File: src/rtl/spi_ram_pkg.sv
// Shared definitions for the SPI-addressable RAM: frame layout, command codes
// and control states.
package spi_ram_pkg;

    localparam int unsigned FRAME_W = 10;
    localparam int unsigned DATA_W  = 8;
    localparam int unsigned CMD_MSB = 9;
    localparam int unsigned CMD_LSB = 8;

    typedef enum logic [1:0] {
        CMD_WR_ADDR = 2'b00,
        CMD_WR_DATA = 2'b01,
        CMD_RD_ADDR = 2'b10,
        CMD_RD_DATA = 2'b11
    } cmd_e;

    // ST_HOLD: frame already consumed, waiting for rx_valid to drop
    typedef enum logic {
        ST_IDLE = 1'b0,
        ST_HOLD = 1'b1
    } ctrl_state_e;

endpackage

File: src/rtl/spi_ram_if.sv
// Frame/response bundle between the SPI slave (master side) and the RAM controller.
interface spi_ram_if;
    import spi_ram_pkg::*;

    logic [FRAME_W-1:0] din;
    logic               rx_valid;
    logic [DATA_W-1:0]  dout;
    logic               tx_valid;
    logic               seq_err;

    modport master (output din, rx_valid, input dout, tx_valid, seq_err);
    modport slave  (input din, rx_valid, output dout, tx_valid, seq_err);

endinterface

File: src/rtl/spram_core.sv
// Single-port 8-bit RAM: synchronous write, registered synchronous read.
module spram_core #(
    parameter int unsigned MEM_DEPTH = 256,
    parameter int unsigned ADDR_SIZE = 8
) (
    input  logic                 clk,
    input  logic                 rst,
    input  logic                 we,
    input  logic                 re,
    input  logic [ADDR_SIZE-1:0] addr,
    input  logic [7:0]           wdata,
    output logic [7:0]           rdata
);

    logic [7:0] mem [MEM_DEPTH];

    always_ff @(posedge clk) begin
        if (we) begin
            mem[addr] <= wdata;
        end
    end

    // Read register doubles as the held output word, so it clears on reset
    always_ff @(posedge clk or posedge rst) begin
        if (rst) begin
            rdata <= '0;
        end else if (re) begin
            rdata <= mem[addr];
        end
    end

endmodule

File: src/rtl/spi_ram_ctrl.sv
// Command decoder for SPI frames driving a single-port RAM; one command per
// rising edge of rx_valid.
module spi_ram_ctrl
    import spi_ram_pkg::*;
#(
    parameter int unsigned MEM_DEPTH = 256,
    parameter int unsigned ADDR_SIZE = 8
) (
    input  logic     clk,
    input  logic     rst,
    spi_ram_if.slave bus
);

    ctrl_state_e          state_q, state_d;
    logic                 accept;
    cmd_e                 cmd;
    logic [ADDR_SIZE-1:0] addr;
    logic [ADDR_SIZE-1:0] wr_addr, rd_addr, mem_addr;
    logic                 wr_addr_vld, rd_addr_vld;
    logic                 mem_we, mem_re;
    logic                 tx_valid_q, seq_err_q;
    logic [7:0]           rdata;

    always_ff @(posedge clk or posedge rst) begin
        if (rst) begin
            state_q <= ST_IDLE;
        end else begin
            state_q <= state_d;
        end
    end

    always_comb begin
        state_d  = state_q;
        accept   = 1'b0;
        cmd      = cmd_e'(bus.din[CMD_MSB:CMD_LSB]);
        addr     = bus.din[ADDR_SIZE-1:0];
        case (state_q)
            ST_IDLE: begin
                if (bus.rx_valid) begin
                    accept  = 1'b1;
                    state_d = ST_HOLD;
                end
            end
            ST_HOLD: begin
                if (!bus.rx_valid) begin
                    state_d = ST_IDLE;
                end
            end
            default: state_d = ST_IDLE;
        endcase
        mem_we   = accept && (cmd == CMD_WR_DATA) && wr_addr_vld;
        mem_re   = accept && (cmd == CMD_RD_DATA) && rd_addr_vld;
        mem_addr = (cmd == CMD_RD_DATA) ? rd_addr : wr_addr;
    end

    always_ff @(posedge clk or posedge rst) begin
        if (rst) begin
            wr_addr     <= '0;
            rd_addr     <= '0;
            wr_addr_vld <= 1'b0;
            rd_addr_vld <= 1'b0;
            tx_valid_q  <= 1'b0;
            seq_err_q   <= 1'b0;
        end else begin
            seq_err_q <= 1'b0;
            if (accept) begin
                tx_valid_q <= mem_re;
                case (cmd)
                    CMD_WR_ADDR: begin
                        wr_addr     <= addr;
                        wr_addr_vld <= 1'b1;
                    end
                    CMD_WR_DATA: begin
                        if (wr_addr_vld) wr_addr <= wr_addr + ADDR_SIZE'(1);
                        else             seq_err_q <= 1'b1;
                    end
                    CMD_RD_ADDR: begin
                        rd_addr     <= addr;
                        rd_addr_vld <= 1'b1;
                    end
                    CMD_RD_DATA: begin
                        if (rd_addr_vld) rd_addr <= rd_addr + ADDR_SIZE'(1);
                        else             seq_err_q <= 1'b1;
                    end
                    default: ;
                endcase
            end
        end
    end

    spram_core #(
        .MEM_DEPTH (MEM_DEPTH),
        .ADDR_SIZE (ADDR_SIZE)
    ) u_core (
        .clk   (clk),
        .rst   (rst),
        .we    (mem_we),
        .re    (mem_re),
        .addr  (mem_addr),
        .wdata (bus.din[7:0]),
        .rdata (rdata)
    );

    assign bus.dout     = rdata;
    assign bus.tx_valid = tx_valid_q;
    assign bus.seq_err  = seq_err_q;

endmodule

File: src/flat_wrapper.sv
// flat-port wrapper written by rule: the top's interface ports become plain ports
module spi_ram_ctrl_flat import spi_ram_pkg::*;
#(
    parameter int unsigned MEM_DEPTH = 256,
    parameter int unsigned ADDR_SIZE = 8
)
  (clk, rst, bus_din, bus_rx_valid, bus_dout, bus_tx_valid, bus_seq_err);
  spi_ram_if bus_i ();
  input  logic clk;
  input  logic rst;
  input wire logic [$bits(bus_i.din)-1:0] bus_din;
  input wire logic [$bits(bus_i.rx_valid)-1:0] bus_rx_valid;
  output wire logic [$bits(bus_i.dout)-1:0] bus_dout;
  output wire logic [$bits(bus_i.tx_valid)-1:0] bus_tx_valid;
  output wire logic [$bits(bus_i.seq_err)-1:0] bus_seq_err;
  assign bus_i.din = bus_din;
  assign bus_i.rx_valid = bus_rx_valid;
  assign bus_dout = bus_i.dout;
  assign bus_tx_valid = bus_i.tx_valid;
  assign bus_seq_err = bus_i.seq_err;
  spi_ram_ctrl #(.MEM_DEPTH(MEM_DEPTH), .ADDR_SIZE(ADDR_SIZE)) u_core (.clk(clk), .rst(rst), .bus(bus_i));
endmodule
File: config.mk
export PLATFORM = sky130hd
export DESIGN_NAME = spi_ram_ctrl_flat
export DESIGN_NICKNAME = d
export VERILOG_FILES = /design/src/rtl/spi_ram_pkg.sv /design/src/rtl/spi_ram_if.sv /design/src/rtl/spram_core.sv /design/src/rtl/spi_ram_ctrl.sv /design/src/flat_wrapper.sv
export SDC_FILE = /design/constraint.sdc
export NUM_CORES = 2
export LEC_CHECK = 0
export BUFFER_PORTS_ARGS = -buffer_cell sky130_fd_sc_hd__buf_2
export CAP_MARGIN = 20
export CORE_AREA = 5 5 384 386
export DETAILED_ROUTE_END_ITERATION = 8
export DIE_AREA = 0 0 389 391
export PLACE_DENSITY = 0.78
export SLEW_MARGIN = 15
export SYNTH_ARGS = -nofsm -noshare
export SYNTH_HDL_FRONTEND = slang
export SYNTH_HIERARCHICAL = 1
export SYNTH_SLANG_ARGS = --single-unit
File: constraint.sdc
create_clock -name clk -period 7.7 [get_ports clk]
set_clock_uncertainty 0.05 [all_clocks]
set_input_delay 1.54 -clock clk [delete_from_list [all_inputs] [get_ports clk]]
set_output_delay 1.54 -clock clk [all_outputs]
set_load 0.02 [all_outputs]
==> run_results.csv <==
group,metric,value,unit
run_status,status,"finished, final reports clean",
synthesis,synth_area_leaders,"edfxtp_1 (76%), mux4_2 (14%), mux2i_1 (1.3%)",
route,routed_wl,212.4,mm
global_routing,grt_use_met3,7.820,%
route,drc,0,
worst_setup_path,cp_num_buf_inv,2,
synthesis,syn-mean-instance-area,20.96,µm²
timing,min_period,6.034,ns
die,rows,139,
power_and_ir_drop,power.density,294.7,mW/mm²
synthesis,ys_warn_count,6,
clock_network,postCtsResizedCells,0,
place,gp_congestion,0.9343,
worst_setup_path,crit_slowest_cell,"a2111oi_0",
synthesis,postSynth.asyncResetShare,1.396,%
clock_network,cts_tree,"yes",
clock_network,clk_path_buf_depth,3,
route,drtIter0Drc,7244,
synthesis,synth_flop_cell,"edfxtp_1",
timing,slew_headroom,15.74,%
clock_network,numCtsBuffers,191,
timing,slew_viol_final,0,
die,fp.dieH,391,µm
timing,setup_ws,1.666,ns
job,max-cap-violations,0,
worst_setup_path,critical_path_required,8.32,ns
place,hpwl,124.8,mm
synthesis,netlist_area,0.08118,mm²
global_routing,grt_pass1_vias,41970,
timing,finalSetupViolCount,0,
clock_network,h-tree-depth,4,
clock_network,clk_latency,0.82,ns
synthesis,yosys.area.top_type_share,75.76,%
min_path,hp-start,"u_core/rd_addr_vld",
die,die_area,0.1521,mm²
synthesis,netlist_instances,3873,
route,ant_nets,0,
clock_network,cts.clk_slew.worst_paths,0.07,ns
power_and_ir_drop,ir_drop,0.0002717,V
synthesis,ys_ff_latch,2077,
global_routing,grt_pass1_wl,306.2,mm
synthesis,synth_edf_count,2048,
min_path,hold_class,"flip-flop to flip-flop",
global_routing,top_usage_layer,"met2",
timing,fin_crit_sh,78.36,%
route,drt_first_pass_iters,8,
die,core_area,0.1431,mm²
timing,setup_tns,0,ns
timing,finalHoldViolations,0,
worst_setup_path,path_max_fanout,28,
clock_network,cts_setup_buffers,0,
route,vias_per_cell,7.035,
die,design.portCount,23,
worst_setup_path,reg2reg_from,"u_core/wr_addr[0]",
global_routing,grt_usage,28.09,%
finish,drive_above_1_share,23.68,%
route,wl_per_cell,35.16,µm
finish,area_delta_synth_final,10.76,%
power_and_ir_drop,p_leak,27.78,nW
global_routing,grt_use_met1,37.93,%
synthesis,yosys-top-cells-count,"edfxtp_1 (2,048), mux4_2 (502), nor2_1 (287)",
synthesis,syn-num-nets,3888,
global_routing,met2_usage,43.20,%
clock_network,cts_sinks,2077,
worst_setup_path,path_cells,"buf_2, and2_1, nand2_1, nand2_4, buf_4, mux4_2, a22o_1, a2111oi_0, nand3_1, nand3_1, a41oi_1",
synthesis,synth_top_cell_by_area,"edfxtp_1",
worst_setup_path,cp.arrival,6.65,ns
global_routing,overflow,0,
worst_setup_path,crit_start,"bus_din[9]",
finish,fin_nets,3988,
worst_setup_path,path_common_cell,"nand3_1",
synthesis,seq_area_frac_synth,76.65,%
synthesis,synthDistinctLibCells,73,
global_routing,antenna_found_initial,5,
synthesis,synth_most_common_cell,"edfxtp_1",
worst_setup_path,cp-start-kind,"input port",
route,num_vias,42490,
worst_setup_path,critical_path_class,"input port to flip-flop",
die,initial_utilization,56.72,%
worst_setup_path,max_stage_delay,0.95,ns
worst_setup_path,crit_family,"simple AND/OR/NAND/NOR gates",
timing,rsz0062_at_grt,"no",
die,die_w,389,µm
place,dp_slack,1.073,ns
clock_network,clock-root-buffer,"clkbuf_16",
clock_network,hold_buffers,0,
place,port-buffer-count,22,
timing,tightest_slew,1.259,ns
worst_setup_path,end_kind,"flip-flop",
global_routing,grt_max_degree,172,
timing,fmax,165.7,MHz
-- worst register-to-register path: stages (launching register included) --
cell       delay [ns]
dfrtp_1          0.45
nand2_1          0.16
nand2_4          0.61
buf_4            0.64
mux4_2           0.61
a22o_1           0.30
a2111oi_0        0.95
nand3_1          0.27
nand3_1          0.41
a41oi_1          0.19
-- metrics by stage --
stage | area (µm²) | total power [W] | cells | util [%] | hold WS, ns
2_1_floorplan | 81180 | 0.01548 | 3873 | - | 0.4043
3_3_place_gp | 83520 | 0.01694 | 5682 | 58.35 | 0.4093
3_5_place_dp | 83520 | 0.01698 | 5682 | 58.35 | 0.4215
4_1_cts | 89870 | 0.02647 | 6032 | 62.78 | 0.4489
5_1_grt | 89900 | 0.02719 | 6033 | 62.81 | 0.4896
6_report | 89910 | 0.02650 | 6040 | 62.82 | 0.4549
-- per-layer routing --
| layer | routed length, µm | up-vias |
|---|---|---|
| met5 | 15 | - |
| met4 | 12460 | 4 |
| met3 | 29090 | 675 |
| met2 | 99090 | 3566 |
| met1 | 71720 | 21940 |
| li1 | - | 16310 |
-- power breakdown --
group	internal, W	total (W)	switching, W
registers	0.0125	0.0125	0.0000805
logic	0.00167	0.00436	0.00269
clock network	0.00551	0.00959	0.00408
total	0.0196	0.0265	0.00685
-- kinds of logic (layout without fill, tap and decap cells) --
kind of cell               Yosys count  in the layout  share of synthesized area, %
other                                0              7                             0
adders and majority gates            2              2                       0.03082
muxes                              648            648                         15.78
DFF                               2077           2077                         76.65
AOI/OAI and AO/OA                  317            317                         2.623
and+or+nand+nor                    591            591                         3.212
buffers and inverters              238            495                         1.699
-- cells in the final DEF, fill, tap and decap left out, types with 34 or more instances in the layout --
| cell | count |
|---|---|
| o22ai_1 | 59 |
| nand2_1 | 122 |
| mux4_2 | 502 |
| a21oi_1 | 49 |
| nand3_1 | 49 |
| edfxtp_1 | 2048 |
| o21ai_0 | 56 |
| clkinv_1 | 36 |
| buf_4 | 98 |
| a22oi_1 | 34 |
| clkbuf_1 | 40 |
| mux2_2 | 37 |
| clkbuf_16 | 194 |
| nor2_1 | 286 |
| mux2i_1 | 109 |
-- flip-flops by register name (all words and copies together), names as in the netlist --
register	flops
u_core/bus.tx_valid	1
u_core/u_core/mem	2048
u_core/rd_addr	8
u_core/u_core/rdata	8
u_core/wr_addr_vld	1
u_core/state_q	1
u_core/bus.seq_err	1
u_core/wr_addr	8
u_core/rd_addr_vld	1
-- worst paths after layout --
kind / to / slack [ns] / depth (start not counted)
worst max-delay path: u_core/u_core/rdata[7] / 1.67 / 11
worst min-delay path: u_core/rd_addr_vld / 0.45 / 1
worst max register to register: u_core/u_core/rdata[7] / 2.92 / 9
worst min register to register: u_core/rd_addr_vld / 0.45 / 1
max in group asynchronous: u_core/rd_addr[0] / 6.18 / 2
min in group asynchronous: u_core/u_core/rdata[7] / 0.84 / 2
-- area by class of cell --
cell class,count,area (µm²)
sequential,2077,62220
fill,9034,53220
multi-input combinational,1558,17660
clock buffer,245,5156
tap,1903,2381
timing repair buffer,136,1244
clock inverter,105,1191
inverter,9,36.28
antenna,7,17.52
(Power assumes the default switching activity.)
